<file path="src/rtl/pipe_scroller.sv">
// pipe_scroller: scrolls three pipes, respawns them with LFSR gap rows, keeps score
// and raises a sticky hit flag on bird/pipe or bird/floor contact.
module pipe_scroller #(
    parameter int PIPE_SPACING = 220,
    parameter int PIPE_HALF_W  = 25,
    parameter int BIRD_X       = 250,
    parameter int BIRD_HALF_W  = 15,
    parameter int BIRD_HALF_H  = 12,
    parameter int SPEED        = 2,
    parameter int ROW_MIN      = 112,
    parameter int FLOOR_ROW    = 480,
    parameter logic [8:0] LFSR_SEED = 9'h1A5
) (
    input  logic       clk,
    input  logic       rst,
    input  logic       frame_tick,
    input  logic [2:0] state,
    input  logic [7:0] height,
    input  logic [8:0] birdrow,
    output logic [9:0] column0,
    output logic [9:0] column1,
    output logic [9:0] column2,
    output logic [8:0] row0,
    output logic [8:0] row1,
    output logic [8:0] row2,
    output logic [5:0] score,
    output logic       score_pulse,
    output logic       hit
);
    typedef enum logic [1:0] {LOAD, RUN, FREEZE} mode_t;
    localparam logic signed [10:0] BX_S    = 11'(BIRD_X);
    localparam logic signed [10:0] BHH_S   = 11'(BIRD_HALF_H);
    localparam logic signed [10:0] OW_S    = 11'(PIPE_HALF_W + BIRD_HALF_W);
    localparam logic signed [10:0] FLOOR_S = 11'(FLOOR_ROW);
    mode_t mode, mode_next;
    logic [8:0] lfsr;
    logic [9:0] col [3];
    logic [8:0] row [3];
    logic [9:0] col_nxt [3];
    logic [8:0] row_nxt [3];
    logic [2:0] respawn;
    logic pass, crash;
    assign column0 = col[0];
    assign column1 = col[1];
    assign column2 = col[2];
    assign row0 = row[0];
    assign row1 = row[1];
    assign row2 = row[2];
    always_ff @(posedge clk or posedge rst)
        if (rst) mode <= LOAD;
        else mode <= mode_next;
    always_comb
        mode_next = (state == 3'b011 || state == 3'b110) ? RUN :
                    (state == 3'b100 || state == 3'b101) ? FREEZE : LOAD;
    // Per-pipe move/respawn, scoring and collision, all from pre-move values
    always_comb begin
        logic signed [10:0] br, h2, dx, top, bot;
        br = $signed({2'b0, birdrow});
        h2 = $signed({3'b0, height}) >>> 1;
        pass = 1'b0;
        crash = br + BHH_S >= FLOOR_S;
        for (int k = 0; k < 3; k++) begin
            respawn[k] = col[k] < 10'(PIPE_HALF_W + SPEED);
            col_nxt[k] = respawn[k] ? col[k] + 10'(3 * PIPE_SPACING - SPEED) : col[k] - 10'(SPEED);
            row_nxt[k] = respawn[k] ? 9'(ROW_MIN) + {1'b0, lfsr[7:0]} : row[k];
            pass = pass | (!respawn[k] && col[k] >= 10'(BIRD_X) && col_nxt[k] < 10'(BIRD_X));
            dx = $signed({1'b0, col[k]}) - BX_S;
            top = $signed({2'b0, row[k]}) - h2;
            bot = $signed({2'b0, row[k]}) + h2;
            crash = crash | (dx < OW_S && dx > -OW_S && (br - BHH_S < top || br + BHH_S > bot));
        end
    end
    always_ff @(posedge clk or posedge rst) begin
        if (rst) begin
            lfsr <= LFSR_SEED;
            for (int k = 0; k < 3; k++) begin
                col[k] <= 10'((k + 2) * PIPE_SPACING);
                row[k] <= 9'(ROW_MIN + 128);
            end
            score <= '0;
            score_pulse <= 1'b0;
            hit <= 1'b0;
        end else begin
            lfsr <= {lfsr[7:0], lfsr[8] ^ lfsr[4]};
            score_pulse <= 1'b0;
            if (mode == LOAD) begin
                for (int k = 0; k < 3; k++) begin
                    col[k] <= 10'((k + 2) * PIPE_SPACING);
                    row[k] <= 9'(ROW_MIN + 128);
                end
                score <= '0;
                hit <= 1'b0;
            end else if (mode == RUN && frame_tick) begin
                col <= col_nxt;
                row <= row_nxt;
                hit <= hit | crash;
                if (pass && score != 6'd63) begin
                    score <= score + 6'd1;
                    score_pulse <= 1'b1;
                end
            end
        end
    end
endmodule
</file>
<file path="config.mk">
export PLATFORM = sky130hd
export DESIGN_NAME = pipe_scroller
export DESIGN_NICKNAME = d
export VERILOG_FILES = /design/src/rtl/pipe_scroller.sv
export SDC_FILE = /design/constraint.sdc
export NUM_CORES = 1
export LEC_CHECK = 0
export ABC_AREA = 1
export CORE_AREA = 2 2 125 127
export CTS_CLUSTER_SIZE = 10
export DETAILED_ROUTE_END_ITERATION = 12
export DIE_AREA = 0 0 127 129
export HOLD_SLACK_MARGIN = 0.06
export PLACE_DENSITY = 0.82
export SYNTH_ARGS = -nofsm -noshare
export SYNTH_HDL_FRONTEND = slang
export SYNTH_SLANG_ARGS = --single-unit
</file>
<file path="constraint.sdc">
create_clock -name clk -period 3 [get_ports clk]
set_input_delay 0.6 -clock clk [delete_from_list [all_inputs] [get_ports clk]]
set_output_delay 0.6 -clock clk [all_outputs]
set_load 0.005 [all_outputs]
</file>
==> results.ini <==
[sta]
timing.final.crit_share=1.056
tightest_slew_ns=0.8193
fin_hold_ws_ns=0.3818
max_freq_mhz=315.7
finalMaxSlewViolations=0
period_needed_ns=3.167
hold_violations=0
fin_ws_ns=-0.1674
setup_tns_ns=-0.1674
slew_headroom=0.4537
rsz0062_at_grt=yes
setup_viol_count_final=1
skew_ns=0.009808

[die]
core_mm2=0.01498
dieArea_mm2=0.01638
dieHeight_um=129
rows=45
die_w_um=127
start_util=0.5255
io_pins=88

[worst_setup_path]
startpoint_type=flip-flop
worstPathRequired_ns=3.23
cp_cell_sequence=inv_1 > ha_2 > inv_2 > fa_2 > a21oi_2 > o21bai_2 > a21oi_2 > o21ai_2 > nand2_1 > nand3_2 > xor2_1 > ha_1 > nand2_2 > nor2_4 > nand3_2 > nand3_2 > nand2_2 > nand2_1 > nand2_1 > a21oi_2 > nand3_1 > nand2_1 > nand2_1
crit_fanout=2
arrival_ns=3.40
end_kind=flip-flop
critical-path-top-delay-family=simple AND/OR/NAND/NOR gates
crit_path_frequent_cell=nand2_1
worst-path-buf-inv=2
max_stage_delay_ns=0.42
cp_slowest_cell=dfrtp_1
path_class=flip-flop to flip-flop

[yosys]
ys_top_cells_by_count=nand2_1 (261), inv_1 (154), ha_1 (121)
synth_cells=1088
synth_area_leader_cell=ha_1
synth_area_leaders=ha_1 (19%), dfrtp_1 (13%), nand2_1 (12%)
yosysSeqAreaShare=0.2370
yosysMostFrequentCell=nand2_1
syn_area_mm2=0.007870
yosys_warnings=0
ys_types=49
synth_edf_count=0
ys.flop_type=dfrtp_1
syn_area_per_cell_um2=7.233
synth_seq_cells=73
synth_top_cell_area_share=0.1924
ys_async_sr_fraction=1.000

[global_routing]
grt_overflow=0
antenna_found_initial=0
grt_max_degree=38
track_usage=0.2951
grt_pass1_wl_um=38850
grt_pass1_vias=8337

[routing]
avgViaCountPerCell=5.598
drt_wl_total_um=24320
drt_pass1_iterations=5
num_vias=8402
drt-wirelength-per-cell_um=16.20
drc=0
drt_iter0_drc=540
ant_nets=0

[clocking]
htreeDepth=3
cts_hold_buf=0
clock_latency_ns=0.34
clockBufferDepth=2
cts_sinks=73
root_buffer=clkbuf_16
cts-buffers-inserted=9
cts_tree=built
clkTransAtPathRegs_ns=0.06

[placement]
place_hpwl_um=18050
place_congestion=0.9314
io_buffer_count=83
place_area_mm2=0.009779
place_inst=1468

[final_layout]
layout.nets=1461
final_cells=1501
drive_above_1_share=0.2422
area_growth_syn_to_layout_pct=34.67
antenna_cells=0
fin_area_mm2=0.01060

[outcome]
status=finished, violations left
violations=negative setup slack

[pwr]
peakVddDrop_mv=0.2934
p_per_area_mw_per_mm2=383.5
leakage_nw=5.404

[run]
maxCapViolCount=0

[hold_path]
hp-class=flip-flop to flip-flop

[worst register-to-register path: stages, from the launching register on]
cell and delay [ns]:
dfrtp_1 0.42, inv_1 0.07, ha_2 0.19, inv_2 0.05, fa_2 0.34, a21oi_2 0.15
o21bai_2 0.10, a21oi_2 0.17, o21ai_2 0.09, nand2_1 0.07, nand3_2 0.06, xor2_1 0.15
ha_1 0.30, nand2_2 0.08, nor2_4 0.12, nand3_2 0.12, nand3_2 0.10, nand2_2 0.04
nand2_1 0.07, nand2_1 0.07, a21oi_2 0.12, nand3_1 0.08, nand2_1 0.06, nand2_1 0.04
[sequential cells by signal (all words and copies together) (netlist names)]
| signal | cells |
|---|---|
| column0 | 9 |
| column1 | 9 |
| column2 | 9 |
| hit | 1 |
| lfsr | 9 |
| mode | 2 |
| row0 | 9 |
| row1 | 9 |
| row2 | 9 |
| score | 6 |
| score_pulse | 1 |
[kinds of logic after synthesis]
group	synth area share
compound gates	0.1342
fa+ha+maj	0.2153
flops	0.2370
simple gates	0.2642
other cells	0.0004765
buf+inv	0.08871
xor+xnor	0.06010
[worst paths after layout]
kind | startpoint | end | slack, ns | cells past startpoint
worst max-delay path | row2[0] | hit | -0.17 | 23
worst min-delay path | lfsr[7] | lfsr[8] | 0.38 | 0
worst max register to register | row2[0] | hit | -0.17 | 23
worst min register to register | lfsr[7] | lfsr[8] | 0.38 | 0
max in group asynchronous | rst | column0[4] | 1.66 | 3
min in group asynchronous | rst | score_pulse | 0.64 | 2
[layer usage]
layer,vias up,wire [um],global-route usage
met5,-,0,0
met4,0,716,0.1215
met3,77,1462,0.03202
met2,330,12130,0.5300
met1,3978,10010,0.3627
li1,4017,-,-
[power by group]
part | switching [mW] | internal [mW]
logic | 1.06 | 0.851
clock network | 0.445 | 0.563
registers | 0.0800 | 1.07
total | 1.59 | 2.48
[what timing repair did]
| item | 4_1_cts | 5_1_grt |
|---|---|---|
| endpoints found under the setup margin | 1 | 8 |
| gates resized for setup | 63 | 56 |
| pin swaps | 23 | 33 |
| buffers inserted | 8 | 9 |
[placed cells by master (no fill, tap or decap), drive strengths merged, types with 10 or more instances in the layout]
master         instances
inv                  159
xor2                  46
buf                  141
nand3                 62
clkdlybuf4s50         78
ha                   121
dfstp                 31
o21ai                 63
nor3                  12
dfrtp                 42
nand4                 24
clkbuf                12
a21oi                 81
o21bai                10
nand2                268
nor2                  91
[through the flow]
step           worst slack (ns)  power [mW]  utilization
2_1_floorplan        -0.0008507       2.196            -
6_report                -0.1674       4.065       0.7077
5_1_grt                 -0.4266       4.325       0.7077
3_3_place_gp            -0.8751       2.783       0.6530
3_5_place_dp            -0.9339       2.850       0.6530
4_1_cts                 -0.1500       3.945       0.6891
[area by class of cell]
cell class | instances | area (um2)
clock inverters | 6 | 43.79
inverters | 158 | 600.6
clock buffers | 10 | 229.0
well taps | 188 | 235.2
multi-input cells | 843 | 5741
repair buffers | 223 | 1884
flip-flops and latches | 73 | 1866
fillers | 1064 | 4378
Note: power is estimated with default switching activity, not from simulation.
